===== src/rtl/bf_pkg.sv =====
// Shared types for the bf* pipeline buffers: default widths, occupancy encoding
// and the buffered-entry layout.
package bf_pkg;

  localparam int DW_DEF = 32;
  localparam int AW_DEF = 5;
  localparam int TW_DEF = 8;

  typedef enum logic [1:0] {
    EMPTY = 2'd0,
    ONE   = 2'd1,
    TWO   = 2'd2
  } occ_t;

  typedef struct packed {
    logic [DW_DEF-1:0] result;
    logic [AW_DEF-1:0] rd;
    logic [TW_DEF-1:0] tag;
    logic              valid;
  } entry_t;

endpackage


===== src/rtl/bf2_entry.sv =====
// One buffered result slot with load and clear. Instantiated as HEAD and SKID
// inside bf2_writeback.
module bf2_entry #(
  parameter type slot_t = bf_pkg::entry_t
) (
  input  logic  clk,
  input  logic  rst,
  input  logic  load,
  input  logic  clear,
  input  slot_t d,
  output slot_t q
);

  // NOTE: clear beats load, so a flushed slot never captures the entry arriving in the same cycle.
  always_ff @(posedge clk) begin
    if (rst || clear) q <= '0;
    else if (load)    q <= d;
  end

endmodule


===== src/rtl/bf2_writeback.sv =====
// EX->WB two-entry skid buffer issuing one register-file write per cycle.
// Optional retire counter enabled by defining BF2_RETIRE_CNT_EN.
module bf2_writeback
  import bf_pkg::*;
#(
  parameter int DW = DW_DEF,
  parameter int AW = AW_DEF,
  parameter int TW = TW_DEF
) (
  input  logic          clk_BF2,
  input  logic          rst_BF2,
  input  logic          validIn_BF2,
  output logic          readyOut_BF2,
  input  logic [DW-1:0] dIn1_BF2,
  input  logic [AW-1:0] dIn2_BF2,
  input  logic [TW-1:0] dIn3_BF2,
  input  logic          flush_BF2,
  input  logic          wbReady_BF2,
  output logic          wbEn_BF2,
  output logic [AW-1:0] wbAddr_BF2,
  output logic [DW-1:0] wbData_BF2,
  output logic [TW-1:0] wbTag_BF2,
  output logic          fwdValid_BF2,
  output logic [AW-1:0] fwdAddr_BF2,
  output logic [DW-1:0] fwdData_BF2
`ifdef BF2_RETIRE_CNT_EN
  ,
  output logic [31:0]   retireCnt_BF2
`endif
);

  typedef struct packed {
    logic [DW-1:0] result;
    logic [AW-1:0] rd;
    logic [TW-1:0] tag;
    logic          valid;
  } slot_t;

  occ_t  occ, occ_nxt;
  slot_t head, skid, in_slot, head_d;
  logic  head_load, head_clear, skid_load, skid_clear;
  logic  ready_q, accept, drain, head_wr;

  assign in_slot = '{result: dIn1_BF2, rd: dIn2_BF2, tag: dIn3_BF2, valid: 1'b1};
  assign accept  = validIn_BF2 & ready_q;
  assign head_wr = head.valid & (head.rd != '0);
  // rd = 0 entries retire without waiting for the write port.
  assign drain   = head.valid & (wbReady_BF2 | (head.rd == '0));

  // NOTE: every always_comb output gets a default first so no path can infer a latch.
  always_comb begin
    occ_nxt    = occ;
    head_d     = in_slot;
    head_load  = 1'b0;
    head_clear = 1'b0;
    skid_load  = 1'b0;
    skid_clear = 1'b0;
    if (flush_BF2) begin
      occ_nxt    = EMPTY;
      head_clear = 1'b1;
      skid_clear = 1'b1;
    end else begin
      unique case (occ)
        EMPTY: begin
          if (accept) begin
            head_load = 1'b1;
            occ_nxt   = ONE;
          end
        end
        ONE: begin
          if (accept && drain) begin
            head_load = 1'b1;
          end else if (accept) begin
            skid_load = 1'b1;
            occ_nxt   = TWO;
          end else if (drain) begin
            head_clear = 1'b1;
            occ_nxt    = EMPTY;
          end
        end
        TWO: begin
          if (drain) begin
            head_d     = skid;
            head_load  = 1'b1;
            skid_clear = 1'b1;
            occ_nxt    = ONE;
          end
        end
        default: begin
          occ_nxt    = EMPTY;
          head_clear = 1'b1;
          skid_clear = 1'b1;
        end
      endcase
    end
  end

  // NOTE: sequential state uses non-blocking assignments only.
  always_ff @(posedge clk_BF2) begin
    if (rst_BF2) begin
      occ     <= EMPTY;
      ready_q <= 1'b1;
    end else begin
      occ     <= occ_nxt;
      ready_q <= (occ_nxt != TWO);
    end
  end

  bf2_entry #(.slot_t(slot_t)) u_head (
    .clk   (clk_BF2),
    .rst   (rst_BF2),
    .load  (head_load),
    .clear (head_clear),
    .d     (head_d),
    .q     (head)
  );

  bf2_entry #(.slot_t(slot_t)) u_skid (
    .clk   (clk_BF2),
    .rst   (rst_BF2),
    .load  (skid_load),
    .clear (skid_clear),
    .d     (in_slot),
    .q     (skid)
  );

  // Slots are cleared whenever they go invalid, so the fields read 0 when empty.
  // A flushed head must not reach the register file in the flush cycle.
  assign readyOut_BF2 = ready_q;
  assign wbEn_BF2     = head_wr & ~flush_BF2;
  assign wbAddr_BF2   = head.rd;
  assign wbData_BF2   = head.result;
  assign wbTag_BF2    = head.tag;
  assign fwdValid_BF2 = head_wr;
  assign fwdAddr_BF2  = head.rd;
  assign fwdData_BF2  = head.result;

`ifdef BF2_RETIRE_CNT_EN
  logic [31:0] retire_cnt;

  always_ff @(posedge clk_BF2) begin
    if (rst_BF2)                  retire_cnt <= '0;
    else if (drain && !flush_BF2) retire_cnt <= retire_cnt + 32'd1;
  end

  assign retireCnt_BF2 = retire_cnt;
`endif

endmodule


===== config.mk =====
export PLATFORM = sky130hd
export DESIGN_NAME = bf2_writeback
export DESIGN_NICKNAME = d
export VERILOG_FILES = /design/src/rtl/bf_pkg.sv /design/src/rtl/bf2_entry.sv /design/src/rtl/bf2_writeback.sv
export SDC_FILE = /design/constraint.sdc
export NUM_CORES = 1
export LEC_CHECK = 0
export ABC_AREA = 1
export CAP_MARGIN = 20
export CELL_PAD_IN_SITES_DETAIL_PLACEMENT = 1
export CELL_PAD_IN_SITES_GLOBAL_PLACEMENT = 2
export CORE_ASPECT_RATIO = 1.75
export CORE_MARGIN = 4
export CORE_UTILIZATION = 23
export CTS_CLUSTER_DIAMETER = 30
export DETAILED_ROUTE_END_ITERATION = 16
export PLACE_DENSITY = 0.87
export SKIP_CTS_REPAIR_TIMING = 1
export SLEW_MARGIN = 0
export SYNTH_ARGS = -nofsm -noshare
export SYNTH_HDL_FRONTEND = slang
export SYNTH_SLANG_ARGS = --single-unit

===== constraint.sdc =====
create_clock -name clk_BF2 -period 1.6 [get_ports clk_BF2]
set_input_delay 0.24 -clock clk_BF2 [delete_from_list [all_inputs] [get_ports clk_BF2]]
set_output_delay 0.24 -clock clk_BF2 [all_outputs]
set_load 0.005 [all_outputs]

# Word-level counts from Yosys, hierarchy flattened
# Index checks and enable logic that the tools add are counted.
[totals]
register_bits = 95
in_bits = 50
output_inout_bits = 85
elab_cells = 51
[op_classes]
bitwise = 6
reduce_logical = 8
eq_ne = 3
muxes = 24
[op_table]
columns = ["operator", "n"]
rows = [
  ["$mux W46", 3],
  ["$mux W2", 6],
  ["$mux W1", 11],
  ["$pmux W2 S3", 1],
  ["$logic_not A5 Y1", 1],
  ["$reduce_bool A5 Y1", 1],
  ["$and A1 B1 Y1", 4],
  ["$pmux W1 S2", 2],
  ["$reduce_or A2 Y1", 2],
  ["$pmux W1 S3", 1],
  ["$eq A2 B1 Y1 const B", 1],
  ["$eq A2 B2 Y1 const B", 1],
  ["$logic_not A2 Y1", 1],
  ["$logic_or A1 B1 Y1", 2],
  ["$ne A2 B2 Y1 const B", 1],
  ["$logic_and A1 B1 Y1", 1],
  ["$not A1 Y1", 1],
  ["$or A1 B1 Y1", 1],
]

# Depth between registers and ports, before layout
[depth]
ltp_word = 9
mapped_depth = 10
depth_no_buf = 9

# Hierarchy
# A second synthesis with hierarchy kept.
[hier_totals]
cells_unflattened = 809
area_unflattened_um2 = 5109.9
[by_module_without_submodules]
columns = ["module", "cells_each", "seq_area_each_um2", "area_per_inst_um2", "instances"]
rows = [
  ["bf2_entry", 291, 920.9, 1975.6, 2],
  ["bf2_writeback", 227, 60.1, 1158.6, 1],
]

# Least setup slack after synthesis
# Ideal clock, no wire load.
[synth_timing]
path_type = "register to register"
start = "register u_head.q[11] (netlist bit)"
end = "register u_head.q[10] (netlist bit)"
setup_slack_ps = 90
required_time_ps = 1488
t_arrival_ps = 1399
path_buffers = 1
setup_time_ps = 112
path_stages_with_launch = 10
synth_period_minus_slack_ps = 1510
cell_sequence = "dfxtp_1 -> nor2_1 -> nand3_1 -> nand2_2 -> nand3_1 -> o21ai_2 -> clkbuf_1 -> nand3_1 -> nor2_1 -> nor2_1"
[synth_between]
elab_chain_len = 9
word_cells_on_any_way = 16
classes_between = "mux (11); bitwise (2); reduce/logical (3)"
[synth_rtl]
columns = ["element", "line", "rtl"]
rows = [
  ["start: declaration", "bf2_entry.sv:11", "output slot_t q"],
  ["start signal: assignment", "bf2_entry.sv:16", "if (rst || clear) q <= '0;"],
  ["start signal: assignment", "bf2_entry.sv:17", "else if (load) q <= d;"],
  ["$logic_not A5 Y1 (*)", "bf2_writeback.sv:48", "assign drain = head.valid & (wbReady_BF2 | (head.rd == '0));"],
  ["$or A1 B1 Y1 (*)", "bf2_writeback.sv:48", ""],
  ["$and A1 B1 Y1 (*)", "bf2_writeback.sv:48", ""],
  ["$mux W1", "bf2_writeback.sv:76, bf2_writeback.sv:82", ""],
  ["$mux W1", "bf2_writeback.sv:73", "end else if (accept) begin"],
  ["$mux W1", "bf2_writeback.sv:71", "if (accept && drain) begin"],
  ["$pmux W1 S2", "bf2_writeback.sv:63", "unique case (occ)"],
  ["$mux W1", "bf2_writeback.sv:58", "if (flush_BF2) begin"],
  ["$logic_or A1 B1 Y1", "bf2_entry.sv:16", ""],
]
# Mark *: on every way between the ends. The rest lies on a longest branch, timed or not.
# A chain may end at the register's enable or synchronous reset.

# Worst setup path in the final report
[layout_timing]
start = "register u_head.q[12] (netlist bit)"
end = "register u_head.q[32] (netlist bit)"
# Same word-level chain as after synthesis.

==> metrics.txt <==
min-delay worst type=reg2reg; Worst setup SP type=register; DRC viols=0; Initial Util=approximately a quarter; Synth Area per Inst=6.33 um2; Die X=121 um; cell area power density=802 nW/um2; leak pwr=approximately 0.0031 uW; vias in the first global route=5118; drt via density=~4.2; global placer's final weighted congestion=0.792; crit-path max cell delay=between 0.3 and 0.4 ns; DIE HEIGHT=205 um; Cells after Synth=805; outcome=complete, but fails checks; Critical Path Sink Type=register; FMAX=607 MHz; setup violators final=32; worst-path cell chain=nor2_2 -> nand3_2 -> nand2_4 -> nand2_4 -> a21oi_4 -> buf_12 -> nand2_8 -> clkbuf_16 -> nand2_4 -> nand2_2 -> nor2_1; VDD IR max=474 uV; CP max-delay cell=dfxtp_2; worst slew pin tran=between 0.2 and 0.25 ns; core area=roughly 22000 um2; worst skew pair latency=between 0.3 and 0.4 ns; MaxCap Viol Count=0; deepest clock path buffer count=2; final net count=between 900 and 1k; CP delay by family, top=simple AND/OR/NAND/NOR gates; syn nets=roughly 860; via count=4964; Total GRT Usage=13.1%; # IOs=between 100 and 150; failing checks=setup timing; unrepaired setup endpoints after global routing=yes; Post-DRT Antenna Nets=0; initial antenna violation count=0; clock root buffer=clkbuf_16; setup TNS=-0.559 ns; pin count of the biggest net entering global routing=29; relative slew slack=between 80% and 90%; Initial DRC Count=155; grt ovf=0; crit-path most repeated cell=nand2_4; final core utilization=between 30% and 40%; Period Utilization, post-route=103%; Clock Sinks=between 90 and 100; critical path type=reg2reg; DRT Pass-1 Iters=4; Synth Cell Area=slightly above 5000 um2; Post-Route Skew=0.0142 ns; full die area=about 25000 um2; H-tree depth=3; IO Port Bufs=approximately 130; #FFs+latches synth=95; FP Rows=a little over 70; crit path DAT=about 1.9 ns; minimum clock period=~1.6 ns; area grow syn2layout=44.6%; crit path buf inv count=2; Routed WL per cell=approximately 14 um; Clk pin slew, worst setup/hold paths=0.08 ns; count of different cell masters after synthesis=18; pre-CTS setup slack=-0.289 ns; Final WS setup=-0.0464 ns; fill count=about 2.7k; global-route wire length before repair=approximately 25000 um; HPWL after DPL=~12000 um; Max Slew Vio Count=0; share of cells above drive strength 1=between 15 and 20%; total CTS buffers=9; crit-path max FO=7; CTS tree=built; final hold vios=0; Syn. warnings=0; Inserted Diodes=0; Total Wirelength=around 17000 um; sequential share of the synthesized area=37.3%; Worst EP required=about 1.9 ns
[registers in the layout, summed over array words and instances (netlist names)]
name	cells
u_skid.q	46
occ	2
readyOut_BF2	1
u_head.q	46
[cell families after synthesis]
family / Yosys count / share of synthesized area (%)
buf+inv: 223 / 23.5
flops: 95 / 37.3
compound gates: 52 / 5.45
simple gates: 435 / 33.7
[through the flow]
stage	hold slack, ns	cells	cell area [um2]	total power [uW]
after floorplan	0.383	805	5100	2890
after global placement	0.438	1149	6500	3270
after detailed placement	0.451	1149	6500	3280
after CTS	0.457	1165	6850	5860
after global routing	0.477	1181	7370	6170
final	0.457	1181	7370	5910
[final cells by class]
class,instances,area [um2],area share [%]
well taps,292,365,4.96
clock inverters,7,118,1.60
flip-flops and latches,95,1910,25.9
clock buffers,9,225,3.06
multi-input cells,487,2200,29.9
repair buffers,189,2160,29.3
inverters,102,383,5.20
[cells in the mapped netlist (all sizes together)]
library cell  instances  share of area (%)
nand3                51                5.0
nand2               237                 18
dfxtp                95                 37
nand4                 3               0.37
o21ai                 2               0.27
a21oi                49                5.0
nor2                144                 11
clkbuf               15                1.1
o21bai                1               0.15
buf                 106                 15
inv                 102                7.5
[routing by layer]
metal	part of all wire (%)	vias up	GRT usage (%)
met4	2.2	0	5.67
li1	-	2481	-
met2	57	97	24.9
met5	0	-	0
met1	38	2365	13.9
met3	2.7	21	2.15
[worst register-to-register path: cells and delay by family, from the launching register on]
| family | cells | cell delay (ns) |
|---|---|---|
| simple gates | 8 | 0.71 |
| buf+inv | 2 | 0.36 |
| flops | 1 | 0.34 |
| compound gates | 1 | 0.17 |
[final timing paths]
check | from | end | slack (ns) | cells after the start
setup / recovery | u_head.q[12] | u_head.q[32] | -0.05 | 11
hold / removal | u_skid.q[0] | u_skid.q[0] | 0.46 | 2
setup reg to reg | u_head.q[12] | u_head.q[32] | -0.05 | 11
hold reg to reg | u_skid.q[0] | u_skid.q[0] | 0.46 | 2
[cells in the final DEF (no fill, tap or decap), drive strengths merged]
master,count
nand3,51
o21ai,2
dlymetal6s2s,5
dfxtp,95
buf,48
a21oi,49
clkdlybuf4s50,128
clkbuf,17
inv,104
nand4,3
nand2,237
clkinv,2
bufinv,3
nor2,144
o21bai,1
[power breakdown]
part           switching [uW]  total, uW  internal, uW
sequential               36.4       2450          2410
combinational             423        905           482
clock                    1020       2550          1540
total                    1480       5910          4430
Power figures use the tool's default switching activity.
